### src/rtl/tlc_input_conditioner.sv
// Input conditioning for the traffic light controller: 2-FF sync, debounce, latched pedestrian
// request with stuck-button detection, and qualify/hold hysteresis on the side-street sensor.
module tlc_input_conditioner #(
    parameter int unsigned DEB_CYCLES   = 4,
    parameter int unsigned SIDE_QUAL    = 3,
    parameter int unsigned SIDE_HOLD    = 8,
    parameter int unsigned STUCK_CYCLES = 1000,
    parameter int unsigned CW           = 10
) (
    input  logic clk,
    input  logic rst,
    input  logic ped_btn_raw,
    input  logic side_raw,
    input  logic ped_ack,
    output logic ped,
    output logic side_s,
    output logic ped_fault
);

    localparam logic [1:0] DB_STABLE_LO = 2'd0;
    localparam logic [1:0] DB_CHK_HI    = 2'd1;
    localparam logic [1:0] DB_STABLE_HI = 2'd2;
    localparam logic [1:0] DB_CHK_LO    = 2'd3;

    localparam logic [1:0] SD_IDLE      = 2'd0;
    localparam logic [1:0] SD_QUAL      = 2'd1;
    localparam logic [1:0] SD_PRESENT   = 2'd2;
    localparam logic [1:0] SD_HOLD      = 2'd3;

    localparam logic [CW-1:0] ONE     = CW'(1);
    localparam logic [CW-1:0] DEB_N   = CW'(DEB_CYCLES);
    localparam logic [CW-1:0] QUAL_N  = CW'(SIDE_QUAL);
    localparam logic [CW-1:0] HOLD_N  = CW'(SIDE_HOLD);
    localparam logic [CW-1:0] STUCK_N = CW'(STUCK_CYCLES);

    // Channel 0 is the pedestrian button, channel 1 the side-street sensor.
    logic [1:0]    raw;
    logic [1:0]    sync1_q;
    logic [1:0]    sync2_q;
    logic [1:0]    db_st_q  [2];
    logic [1:0]    db_st_d  [2];
    logic [CW-1:0] db_cnt_q [2];
    logic [CW-1:0] db_cnt_d [2];
    logic [1:0]    db;

    logic          db_ped;
    logic          db_side;
    logic          db_ped_prev_q;
    logic          ped_q;
    logic          ped_d;
    logic          fault_q;
    logic          fault_d;
    logic          stuck_hit;
    logic [CW-1:0] stuck_cnt_q;
    logic [CW-1:0] stuck_cnt_d;

    logic [1:0]    sd_st_q;
    logic [1:0]    sd_st_d;
    logic [CW-1:0] qcnt_q;
    logic [CW-1:0] qcnt_d;

    assign raw     = {side_raw, ped_btn_raw};
    assign db_ped  = db[0];
    assign db_side = db[1];

    always_comb begin
        for (int i = 0; i < 2; i++) begin
            db_st_d[i]  = db_st_q[i];
            db_cnt_d[i] = db_cnt_q[i];
            case (db_st_q[i])
                DB_STABLE_LO: begin
                    if (sync2_q[i]) begin
                        db_st_d[i]  = DB_CHK_HI;
                        db_cnt_d[i] = ONE;
                    end
                end
                DB_CHK_HI: begin
                    if (!sync2_q[i]) begin
                        db_st_d[i]  = DB_STABLE_LO;
                        db_cnt_d[i] = '0;
                    end else if (db_cnt_q[i] + ONE >= DEB_N) begin
                        db_st_d[i]  = DB_STABLE_HI;
                        db_cnt_d[i] = '0;
                    end else begin
                        db_cnt_d[i] = db_cnt_q[i] + ONE;
                    end
                end
                DB_STABLE_HI: begin
                    if (!sync2_q[i]) begin
                        db_st_d[i]  = DB_CHK_LO;
                        db_cnt_d[i] = ONE;
                    end
                end
                DB_CHK_LO: begin
                    if (sync2_q[i]) begin
                        db_st_d[i]  = DB_STABLE_HI;
                        db_cnt_d[i] = '0;
                    end else if (db_cnt_q[i] + ONE >= DEB_N) begin
                        db_st_d[i]  = DB_STABLE_LO;
                        db_cnt_d[i] = '0;
                    end else begin
                        db_cnt_d[i] = db_cnt_q[i] + ONE;
                    end
                end
                default: begin
                    db_st_d[i]  = DB_STABLE_LO;
                    db_cnt_d[i] = '0;
                end
            endcase
            db[i] = (db_st_q[i] == DB_STABLE_HI) || (db_st_q[i] == DB_CHK_LO);
        end
    end

    always_comb begin
        stuck_cnt_d = '0;
        stuck_hit   = 1'b0;
        if (db_ped) begin
            if (stuck_cnt_q < STUCK_N) begin
                stuck_cnt_d = stuck_cnt_q + ONE;
                stuck_hit   = (stuck_cnt_q + ONE == STUCK_N);
            end else begin
                stuck_cnt_d = stuck_cnt_q;
            end
        end
        fault_d = db_ped & (fault_q | stuck_hit);
        // A fault overrides everything; a fresh press edge beats a simultaneous ack.
        if (fault_d) begin
            ped_d = 1'b0;
        end else if (db_ped && !db_ped_prev_q && !fault_q) begin
            ped_d = 1'b1;
        end else if (ped_ack) begin
            ped_d = 1'b0;
        end else begin
            ped_d = ped_q;
        end
    end

    always_comb begin
        sd_st_d = sd_st_q;
        qcnt_d  = qcnt_q;
        case (sd_st_q)
            SD_IDLE: begin
                if (db_side) begin
                    sd_st_d = SD_QUAL;
                    qcnt_d  = ONE;
                end
            end
            SD_QUAL: begin
                if (!db_side) begin
                    sd_st_d = SD_IDLE;
                    qcnt_d  = '0;
                end else if (qcnt_q + ONE >= QUAL_N) begin
                    sd_st_d = SD_PRESENT;
                    qcnt_d  = '0;
                end else begin
                    qcnt_d  = qcnt_q + ONE;
                end
            end
            SD_PRESENT: begin
                if (!db_side) begin
                    sd_st_d = SD_HOLD;
                    qcnt_d  = ONE;
                end
            end
            SD_HOLD: begin
                if (db_side) begin
                    sd_st_d = SD_PRESENT;
                    qcnt_d  = '0;
                end else if (qcnt_q + ONE >= HOLD_N) begin
                    sd_st_d = SD_IDLE;
                    qcnt_d  = '0;
                end else begin
                    qcnt_d  = qcnt_q + ONE;
                end
            end
            default: begin
                sd_st_d = SD_IDLE;
                qcnt_d  = '0;
            end
        endcase
    end

    always_ff @(posedge clk) begin
        if (rst) begin
            sync1_q       <= '0;
            sync2_q       <= '0;
            for (int i = 0; i < 2; i++) begin
                db_st_q[i]  <= DB_STABLE_LO;
                db_cnt_q[i] <= '0;
            end
            db_ped_prev_q <= 1'b0;
            ped_q         <= 1'b0;
            fault_q       <= 1'b0;
            stuck_cnt_q   <= '0;
            sd_st_q       <= SD_IDLE;
            qcnt_q        <= '0;
        end else begin
            sync1_q       <= raw;
            sync2_q       <= sync1_q;
            for (int i = 0; i < 2; i++) begin
                db_st_q[i]  <= db_st_d[i];
                db_cnt_q[i] <= db_cnt_d[i];
            end
            db_ped_prev_q <= db_ped;
            ped_q         <= ped_d;
            fault_q       <= fault_d;
            stuck_cnt_q   <= stuck_cnt_d;
            sd_st_q       <= sd_st_d;
            qcnt_q        <= qcnt_d;
        end
    end

    assign ped       = ped_q;
    assign ped_fault = fault_q;
    assign side_s    = (sd_st_q == SD_PRESENT) || (sd_st_q == SD_HOLD);

endmodule
### config.mk
export PLATFORM = sky130hd
export DESIGN_NAME = tlc_input_conditioner
export DESIGN_NICKNAME = d
export VERILOG_FILES = /design/src/rtl/tlc_input_conditioner.sv
export SDC_FILE = /design/constraint.sdc
export NUM_CORES = 1
export LEC_CHECK = 0
export CAP_MARGIN = 20
export CORE_MARGIN = 2
export CORE_UTILIZATION = 40
export CTS_CLUSTER_DIAMETER = 200
export CTS_CLUSTER_SIZE = 24
export DETAILED_ROUTE_END_ITERATION = 8
export GPL_TIMING_DRIVEN = 0
export PLACE_DENSITY = 0.62
export SLEW_MARGIN = 20
export SYNTH_ARGS = -nofsm -noshare
export SYNTH_HDL_FRONTEND = slang
export SYNTH_SLANG_ARGS = --single-unit
### constraint.sdc
create_clock -name clk -period 2 [get_ports clk]
set_input_delay 0.5 -clock clk [delete_from_list [all_inputs] [get_ports clk]]
set_output_delay 0.5 -clock clk [all_outputs]
set_load 0.01 [all_outputs]
======== After elaboration in Yosys (flattened, before gate mapping) ========
Memory sizes are Yosys's and may differ from the RTL's.
Index checks and enable logic that the tools add are counted.
storage, ports and cells
  flip-flop bits (word level) ............. 29
  memory bits (writable) .................. 24
  input bits .............................. 5
  output and inout bits ................... 3
  logic and storage cells ................. 106
  memories ................................ 2
cells by class
  add/subtract/negate cells ............... 4
  order comparisons ....................... 5
  equal/unequal tests ..................... 14
  muxes and demuxes ....................... 51
  bitwise logic cells ..................... 7
  reduce and logical (&&, ||, !) cells .... 15
memory list
  memory    depth  bits a word  read ports  clocked after Yosys merged registers in  write ports  line  source
  db_cnt_q  2      10           2           0                                        2            42    logic [CW-1:0] db_cnt_q [2];
  db_st_q   2      2            2           0                                        2            40    logic [1:0] db_st_q [2];
operator list
  kind                   number
  $mux 10                18
  $pmux 10 s4            3
  $add 10x1->10 const B  4
  $mux 2                 20
  $pmux 2 s4             3
  $ge 10x3->1 const B    2
  $eq 2x2->1 const B     6
  $eq 10x10->1 const B   1
  $ge 10x2->1 const B    1
  $ge 10x4->1 const B    1
  $lt 10x10->1 const B   1
  $mux 1                 7
  $eq 2x1->1 const B     3
  $logic_not 2->1        3
  $ne 3x3->1 const B     2
  $or 1x1->1             5
  $ne 2x2->1 const B     2
  $reduce_and 4->1       1
  $reduce_or 2->1        2
  $logic_or 1x1->1       3
  $logic_and 1x1->1      2
  $logic_not 1->1        2
  $reduce_and 2->1       1
  $reduce_bool 2->1      1
  2 further kinds        2

======== Depth between registers and ports, before layout ========
Gate-level depths: netlist of run 1.
  word-level depth ........................ 7
  depth in mapped cells ................... 8

======== Least setup slack after synthesis of run 1 ========
Ideal clock, no wire load.
  path kind ............................... register -> register
  start ................................... register qcnt_q[0]
  end ..................................... register (tool-made name)
  setup time .............................. 0.072 ns
  arrival time ............................ 1.718 ns
  path slack .............................. 0.210 ns
  stages on the path, launching flop included .. 8
  period minus slack after synthesis ...... 1.790 ns
  cells stage by stage .................... dfxtp_1 > ha_1 > and4_1 > o211a_1 > o211a_1 > o2111ai_2 > and2_1 > mux2i_1
RTL lines
  what                    line  source
  from (decl)             59    logic [CW-1:0] qcnt_q;
  from (signal assigned)  209   qcnt_q <= qcnt_d;

======== Final worst setup path of run 1 ========
  start ................................... register stuck_cnt_q[1]
  end ..................................... register ped_q, in the netlist ped
between the ends
  cells in the longest elaborated chain, start to end .. 7
ends and longest elaborated chain
  what                           line  source
  from (decl)                    54    logic [CW-1:0] stuck_cnt_q;
  from (signal assigned)         207   stuck_cnt_q <= stuck_cnt_d;
  $add 10x1->10                  120   stuck_hit = (stuck_cnt_q + ONE == STUCK_N);
  $eq 10x10->1                   120
  $mux 1 (*)                     118   if (stuck_cnt_q < STUCK_N) begin
  $mux 1 (*)                     117   if (db_ped) begin
  $or 1x1->1 (*)                 125   fault_d = db_ped & (fault_q | stuck_hit);
  $and 1x1->1 (*)                125
  $reduce_or 2->1 (no line) (*)  --
  to (signal assigned)           205   ped_q <= ped_d;
  to (decl)                      49    logic ped_q;
Mark *: on every way between the ends. The rest lies on a longest branch, timed or not.
A chain may end at the register's enable or synchronous reset.

==> results.toml, run 1 <==
[floorplan]
ios = 8
start_util = 0.4177
row_count = 27
die_w_um = 80.30
die_area_um2 = 6447
die_height_um = 80.30
core_region_area_um2 = 5574

[setup_path]
worst_path_largest_cell_delay_ns = 0.42
r2r-start = "stuck_cnt_q[1]"
critPathKind = "flop to flop"
critical_path.endpoint = "ped"
r2r_cells = 8
cp-start-kind = "flop"
cpMaxStageDelayCell = "or3_1"
critPathArrivalTime_ns = 2.11
path_delay_family = "simple AND/OR/NAND/NOR gates"
crit_start = "stuck_cnt_q[1]"
cp_max_fo = 8
crit_chain = "ha_2, and2_1, buf_6, nand4_4, xor2_1, or3_1, nor3_4, a21oi_1"
end_kind = "flop"
r2r_slack_ns = 0.08
required_ns = 2.19
crit_cells = 8
path_buf_inv = 1
timing.rr.end = "ped"

[cells_and_area]
num_antenna_cells = 0
design_area_um2 = 2581
final_nets = 272
areaGrowthSynthToFinish_pct = 10.85
layout-drive-gt1-share = 0.08494
final_core_util = 0.4631

[drt]
drc = 0
first_iter_violations = 73
ant_nets = 0
viasPerCell = 5.190
via_count = 1718
wire_per_inst_um = 11.92
first_pass_iters = 4
wl_um = 3945

[yosys]
synthFlopType = "dfxtp_1"
synth-seq-area-share = 0.4557
yosys_register_bits = 53
ys_warn_count = 0
syn_inst = 246
synth_edf_count = 0
syn-num-nets = 259
async_flop_share = 0
synth_cell_type_count = 52
netlist_area_um2 = 2328
avgSynthCellArea_um2 = 9.465

[clocking]
cts_max_level = 2
clkLatencyLatePin_ns = 0.30
ctsLongestPathBuffers = 2
clk_pin_slew_ns = 0.09
cts_made_buffers = 5
cts_tree = "done"
cts_sinks = 53
hold_buffers = 0
cts_root_buf = "clkbuf_8"

[pwr]
vdd_drop_max_mv = 0.4006
power_leakage_uw = 0.001024
power.density_nw_per_um2 = 672.3

[timing]
min_period_ns = 1.923
fmax_mhz = 519.9
slew_violations = 0
fin_skew_ns = 0.008403
rsz0062_at_grt = "yes"
setup_viol = 0
post-route-period-util = 0.9617
max-slew-margin-rel = 0.3962
hold_viol_final = 0
tightest_slew_ns = 0.8975

[global_routing]
globalRoute.totalOverflow = 0
grt_usage = 0.1375
antenna_found_initial = 0
grt_pass1_vias = 1581
grt_pass1_wl_um = 7010
grt_max_degree = 15

[status]
status = "complete, no violations"

[hold_path]
hp-class = "flop to flop"

[place]
port_buffers = 6
place_hpwl_um = 2641
gp_congestion = 0.7831
postPlaceCellArea_um2 = 2479

[run]
drv_cap = 0
==> power by group <==
| part | internal [uW] | leakage [uW] | total, uW | switching, uW |
|---|---|---|---|---|
| registers | 1060 | 0.000429 | 1070 | 9.58 |
| logic | 21.8 | 0.000550 | 53.8 | 32.0 |
| clock network | 276 | 0.0000443 | 608 | 332 |
==> how the worst min path moves through the flow <==
stage                     slack (ns)       start  cells past startpoint         end
final                           0.44  sync1_q[1]                      1  sync2_q[1]
after global routing            0.46  sync1_q[0]                      1  sync2_q[0]
after CTS                       0.45  sync1_q[1]                      1  sync2_q[1]
after detailed placement        0.42  sync1_q[1]                      1  sync2_q[1]
after global placement          0.42  sync1_q[1]                      1  sync2_q[1]
after floorplan                 0.41  sync1_q[0]                      1  sync2_q[0]
==> state kept, by name, indices dropped and copies added, names as in the netlist, 2 cells and up, named ones only <==
signal / count
db_cnt_q: 20
db_st_q: 2
qcnt_q: 10
stuck_cnt_q: 10
sync1_q: 2
sync2_q: 2
==> final cells by class <==
cell class	count	area, um^2
buffer	8	40.04
clock buffer	7	86.33
fill	552	2993
timing repair buffer	6	60.06
tap	72	90.09
sequential	53	1066
multi-input combinational	178	1212
inverter	7	26.28
==> synthesized netlist by cell type, types with 3 or more instances <==
master | number | area share
o21a_1 | 3 | 0.0097
mux2i_1 | 3 | 0.013
nand3_1 | 7 | 0.015
a21oi_1 | 15 | 0.032
xor2_1 | 6 | 0.023
nand4_1 | 4 | 0.011
nand2b_1 | 3 | 0.0081
and3_1 | 6 | 0.016
nor2b_1 | 6 | 0.016
nor3_1 | 12 | 0.026
ha_1 | 8 | 0.043
inv_1 | 7 | 0.011
dfxtp_1 | 53 | 0.46
nand2_1 | 16 | 0.026
xnor2_1 | 4 | 0.015
nor2_1 | 17 | 0.027
and2_1 | 25 | 0.067
clkbuf_1 | 5 | 0.0081
==> per-layer routing <==
| metal | vias to the layer above | GRT usage | share of wire |
|---|---|---|---|
| met5 | - | 0 | 0 |
| met4 | 0 | 0.06271 | 0.019 |
| met3 | 8 | 0.03483 | 0.027 |
| met2 | 14 | 0.2125 | 0.45 |
| met1 | 798 | 0.1799 | 0.51 |
| li1 | 898 | - | - |
==> per-stage QoR <==
step / setup TNS (ns) / worst slack [ns] / hold WS, ns / total power (uW) / instances
final: 0 / 0.07657 / 0.4384 / 1735 / 331
after global routing: -0.03138 / -0.03134 / 0.4578 / 1809 / 331
after CTS: 0 / 0.007271 / 0.4459 / 1764 / 331
after detailed placement: 0 / 0.02786 / 0.4247 / 1154 / 324
after global placement: 0 / 0.03916 / 0.4185 / 1153 / 324
after floorplan: 0 / 0.2101 / 0.4138 / 1135 / 246
==> kinds of logic after synthesis <==
kind of cell / Yosys count / synth area share
xor gates and xnor gates: 10 / 0.03761
adders and majority gates: 8 / 0.04299
buffers and inverters: 15 / 0.02848
muxes: 3 / 0.01290
DFF: 53 / 0.4557
and+or+nand+nor: 113 / 0.2762
AOI/OAI and AO/OA: 44 / 0.1462
==> cells in the final DEF (no fill, tap or decap), drive strengths merged, types with 4 or more instances in the layout <==
master,n
a21oi,15
and2,25
and3,7
clkbuf,12
clkdlybuf4s50,6
dfxtp,53
ha,8
inv,7
nand2,16
nand3,7
nand4,5
nor2,17
nor2b,6
nor3,13
xnor2,4
xor2,6
==> repair_timing <==
action                                  CTS  global route
hold endpoints to repair                  0             0
setup buffers                             0             0
endpoints found under the setup margin    0             3
resized for setup                         0             6
(Power assumes the default switching activity.)
==> inputs of run 2 (changes only) <==
CORE_UTILIZATION = 45   (was 40)
PLACE_DENSITY = 0.68   (was 0.62)
==> run 2 against run 1 <==
  * Power increased by 7.4%
  * First-iteration DRC count up 9.6%
  * Setup slack better by 0.027 ns
  * Cell count grew 0.60%
  * Core utilization up 6.0 points
  * Maximum frequency increased by 1.4%
  * Clock power grew 21%
  * Die area fell by 11%
  * Sequential power barely moved
  * Non-clock buffer count increased by 3
==> results.toml, run 2 (synthesis gave the netlist of run 1 again) <==
[floorplan]
start_util = 0.4618
die_height_um = 75.94
die_w_um = 75.94
die_area_um2 = 5766
ios = 8
row_count = 26
core_region_area_um2 = 5042

[pwr]
combinationalPowerShare = 0.029
switching_power_uw = 370.9
power.density_nw_per_um2 = 706.5
power_switching_share = 0.1990
power.total_uw = 1863
power_leakage_uw = 0.001038
clockPowerShare = 0.396
p_seq_frac = 0.576
p_int_uw = 1492
vdd_drop_max_mv = 0.3831

[cells_and_area]
reg.largest.list = "db_cnt_q x20, qcnt_q x10, stuck_cnt_q x10"
largest_reg_flops = 20
final_nets = 275
largest-register = "db_cnt_q"
final_core_util = 0.5231
num_antenna_cells = 0
fillers = 479
layout-drive-gt1-share = 0.09886
mostFrequentLayoutCells = "dfxtp_1, and2_1, nor2_1"
design_area_um2 = 2638
final_common_cell = "dfxtp_1"
areaGrowthSynthToFinish_pct = 13.27

[place]
place_hpwl_um = 2485
gp_congestion = 0.7455
postPlaceCellArea_um2 = 2476
port_buffers = 6

[clocking]
clkLatencyLatePin_ns = 0.30
cts_made_buffers = 5
cts_tree = "done"
cts_sinks = 53
cts_max_level = 2
cts_root_buf = "clkbuf_8"
clk_pin_slew_ns = 0.09
ctsLongestPathBuffers = 2
hold_buffers = 0

[status]
status = "complete, no violations"

[global_routing]
globalRoute.totalOverflow = 0
grt_usage = 0.1350
grt_max_degree = 16
antenna_found_initial = 0
grt_pass1_wl_um = 6527
grt_pass1_vias = 1517

[timing]
tightest_slew_ns = 0.8273
hold_ws_ns = 0.4412
min_period_ns = 1.897
setup_viol = 0
slew_violations = 0
hold_viol_final = 0
tns_ns = 0
fmax_mhz = 527.2
max-slew-margin-rel = 0.4434
rsz0062_at_grt = "no"
post-route-period-util = 0.9484
fin_skew_ns = 0.006429

[drt]
ant_nets = 0
via_count = 1689
drc = 0
wire_per_inst_um = 11.50
wl_um = 3829
first_pass_iters = 4
viasPerCell = 5.072
first_iter_violations = 80

[run]
drv_cap = 0

[setup_path]
critPathKind = "flop to flop"
cp-start-kind = "flop"
required_ns = 2.24
cp_max_fo = 7
critPathArrivalTime_ns = 2.13
end_kind = "flop"

[hold_path]
hp-class = "flop to flop"
-- run 2: cell types whose count changed in the layout (fill, tap and decap cells not counted) --
cell and change:
buf_4 +3, ha_2 -1, nor3_4 -1, bufinv_16 +1
nor3_2 +1, ha_4 +1, dfxtp_4 +1, dfxtp_2 -1
-- run 2: power by group through the flow --
stage	combinational, uW	clock, uW	sequential, uW
after floorplan	37.5	0	1100
after global placement	53.2	0	1100
after global routing	61.2	797	1070
after detailed placement	53.6	0	1100
after CTS	53.6	763	1070
final	53.3	737	1070
-- run 2: final timing paths --
kind                    from         end  slack (ns)  cells after the start
hold reg to reg   sync1_q[0]  sync2_q[0]        0.44                      1
setup / recovery   qcnt_q[0]        flop        0.10                      7
setup reg to reg   qcnt_q[0]        flop        0.10                      7
hold / removal    sync1_q[0]  sync2_q[0]        0.44                      1
-- run 2: through the flow --
stage	setup slack, ns	std cells
finish	0.1033	333
global route	0.0008149	333
CTS	0.01696	330
detailed placement	0.03892	322
global placement	0.04911	322
floorplan	0.2101	246
-- run 2: area by class of cell --
| type | count | area [um^2] | area share |
|---|---|---|---|
| plain buffers | 8 | 40.04 | 0.01518 |
| clock buffers | 7 | 86.33 | 0.03273 |
| clock inverters | 1 | 30.03 | 0.01139 |
| inverters | 7 | 26.28 | 0.009962 |
| multi-input cells | 178 | 1216 | 0.4611 |
| flip-flops and latches | 53 | 1069 | 0.4051 |
| well taps | 70 | 87.58 | 0.03321 |
| repair buffers | 9 | 82.58 | 0.03131 |
-- run 2: metal layers --
metal,track usage,vias up,routed length (um)
li1,-,909,-
met1,0.1732,757,1981
met3,0.03214,2,122
met4,0.04909,0,17
met5,0,-,0
met2,0.2223,21,1709
-- run 2: worst max-delay path, cell delays in order, from the launching register on --
cell and delay, ns:
dfxtp_1 0.35, ha_2 0.23, and4_1 0.21, o211a_1 0.21, o211a_1 0.21, o2111ai_2 0.23
and2_1 0.21, mux2i_1 0.19
-- run 2: what timing repair did --
item | 4_1_cts | 5_1_grt
buffers inserted | 0 | 3
hold endpoints to repair | 0 | 0
endpoints found under the setup margin | 0 | 4
gates resized for setup | 0 | 7
==> inputs of run 3 (changes only) <==
--- a/config.mk
+++ b/config.mk
@@ -13,5 +13,5 @@
 export DETAILED_ROUTE_END_ITERATION = 8
 export GPL_TIMING_DRIVEN = 0
-export PLACE_DENSITY = 0.68
+export PLACE_DENSITY = 0.7
 export SLEW_MARGIN = 20
 export SYNTH_ARGS = -nofsm -noshare
==> constraint.sdc (replaced) <==
create_clock -name clk -period 1.7 [get_ports clk]
set_input_delay 0.34 -clock clk [delete_from_list [all_inputs] [get_ports clk]]
set_output_delay 0.34 -clock clk [all_outputs]
set_load 0.01 [all_outputs]
==> run 3 against run 2 <==
  * The run now ends with negative setup slack left
  * Clock skew increased by 0.0024 ns
  * Maximum frequency increased by 7.1%
  * First-iteration DRC count increased by 3.8%
  * Global-route usage increased by 1.7 points
  * Core utilization increased by 3.3 points
  * Die area unchanged
  * Combinational power increased by 25%
  * Critical path depth unchanged
  * Power increased by 13%
  * Hold slack got worse by 0.0076 ns
  * Highest routed layer unchanged
==> results.toml, run 3 (synthesis gave the netlist of run 1 again) <==
[drt]
ant_nets = 0
viasPerCell = 5.159
drc = 0
wire_per_inst_um = 12.42
via_count = 1749
first_iter_violations = 83
wl_um = 4211
first_pass_iters = 4

[clocking]
ctsLongestPathBuffers = 2
clk_pin_slew_ns = 0.10
cts_made_buffers = 5
cts_root_buf = "clkbuf_8"
clkLatencyLatePin_ns = 0.32
hold_buffers = 0
cts_sinks = 53
cts_max_level = 2
cts_tree = "done"

[place]
port_buffers = 6
place_hpwl_um = 2616
gp_congestion = 0.7893

[timing]
slew_violations = 0
tightest_slew_ns = 0.7262
setup_viol = 4
post-route-period-util = 1.042
rsz0062_at_grt = "yes"
fmax_mhz = 564.8
hold_viol_final = 0
min_period_ns = 1.771
layout_setup_ws_ns = -0.07060
hold_ws_ns = 0.4336
fin_skew_ns = 0.008800
max-slew-margin-rel = 0.5114

[pwr]
power_switching_share = 0.2321
power.density_nw_per_um2 = 748.8
combinationalPowerShare = 0.032
clockPowerShare = 0.369
vdd_drop_max_mv = 0.6466
p_int_uw = 1613
switching_power_uw = 487.5
power_leakage_uw = 0.001094
p_seq_frac = 0.599

[cells_and_area]
mostFrequentLayoutCells = "dfxtp_1, and2_1, nand2_1"
largest_reg_flops = 20
reg.largest.list = "db_cnt_q x20, qcnt_q x10, stuck_cnt_q x10"
final_core_util = 0.5563
fillers = 434
final_nets = 281
layout-drive-gt1-share = 0.2119
areaGrowthSynthToFinish_pct = 20.47
final_common_cell = "dfxtp_1"
largest-register = "db_cnt_q"
num_antenna_cells = 0

[hold_path]
hold_start = "rst"
hp-class = "input pin to flop"

[status]
violations = "negative setup slack"
status = "finished, violations left"

[setup_path]
critPathArrivalTime_ns = 1.98
worst_path_largest_cell_delay_ns = 0.39
cpMaxStageDelayCell = "dfxtp_4"
r2r_slack_ns = -0.07
crit_chain = "ha_4, and2_4, nand4_4, xor2_2, or3_4, nor3_4, a21oi_2"
cp-start-kind = "flop"
required_ns = 1.91
critPathKind = "flop to flop"
crit_start = "stuck_cnt_q[1]"
r2r-start = "stuck_cnt_q[1]"
end_kind = "flop"
cp_max_fo = 5

[global_routing]
grt_pass1_vias = 1619
globalRoute.totalOverflow = 0
grt_max_degree = 18
grt_pass1_wl_um = 7217
antenna_found_initial = 0
grt_usage = 0.1522

[floorplan]
core_region_area_um2 = 5042
die_area_um2 = 5766
start_util = 0.4618
row_count = 26
ios = 8
die_w_um = 75.94
die_height_um = 75.94

[run]
drv_cap = 0
==> run 3: power by group through the flow <==
| stage | registers [uW] | clock network [uW] | logic, uW |
|---|---|---|---|
| detailed placement | 1290 | 0 | 63.2 |
| global route | 1260 | 840 | 77.0 |
| finish | 1260 | 775 | 66.6 |
| CTS | 1260 | 797 | 66.8 |
| floorplan | 1290 | 0 | 44.2 |
| global placement | 1290 | 0 | 63.6 |
==> run 3: metal layers <==
layer / up-vias / global-route usage / share of wire
met2: 17 / 0.2491 / 0.48
met1: 804 / 0.1943 / 0.47
met3: 9 / 0.03571 / 0.024
met4: 0 / 0.06182 / 0.019
li1: 919 / - / -
met5: - / 0 / 0
==> run 3: timing repair <==
action,CTS,global route
setup endpoints to repair,10,12
setup buffers,6,4
gates resized for setup,12,18
pin swaps,10,10
==> run 3: path summary, 6_finish.rpt <==
kind | to | cells after the start
max reg2reg | ped | 7
min reg2reg | sync2_q[1] | 1
min | sync1_q[0] | 2
max | ped | 7
==> run 3: cell type report <==
type                            count  area [um^2]  share of cell area
Sequential cell                    53         1086              0.3872
Multi-Input combinational cell    178         1341              0.4781
Clock buffer                        6        82.58             0.02944
Timing Repair Buffer               16        135.1             0.04817
Inverter                            7        26.28            0.009367
Tap cell                           70        87.58             0.03122
Buffer                              7        28.78             0.01026
Clock inverter                      2        17.52            0.006244
==> run 3: per-stage QoR <==
| step | power [uW] | cells | TNS, ns | cell area, um^2 | setup WS [ns] |
|---|---|---|---|---|---|
| after floorplan | 1333 | 246 | -0.01776 | 2365 | -0.01776 |
| after global placement | 1354 | 322 | -0.6595 | 2512 | -0.1326 |
| after detailed placement | 1354 | 322 | -0.9197 | 2512 | -0.1495 |
| after CTS | 2124 | 336 | -0.1783 | 2710 | -0.06878 |
| after global routing | 2179 | 339 | -0.7640 | 2805 | -0.1430 |
| final | 2101 | 339 | -0.1890 | 2805 | -0.07060 |
==> run 3: critical path, delay by kind of cell, from the launching register on <==
kind / cells / cell delay (ns)
and+or+nand+nor: 4 / 0.89
DFF: 1 / 0.39
xor gates and xnor gates: 1 / 0.17
adders and majority gates: 1 / 0.13
AOI/OAI and AO/OA: 1 / 0.08
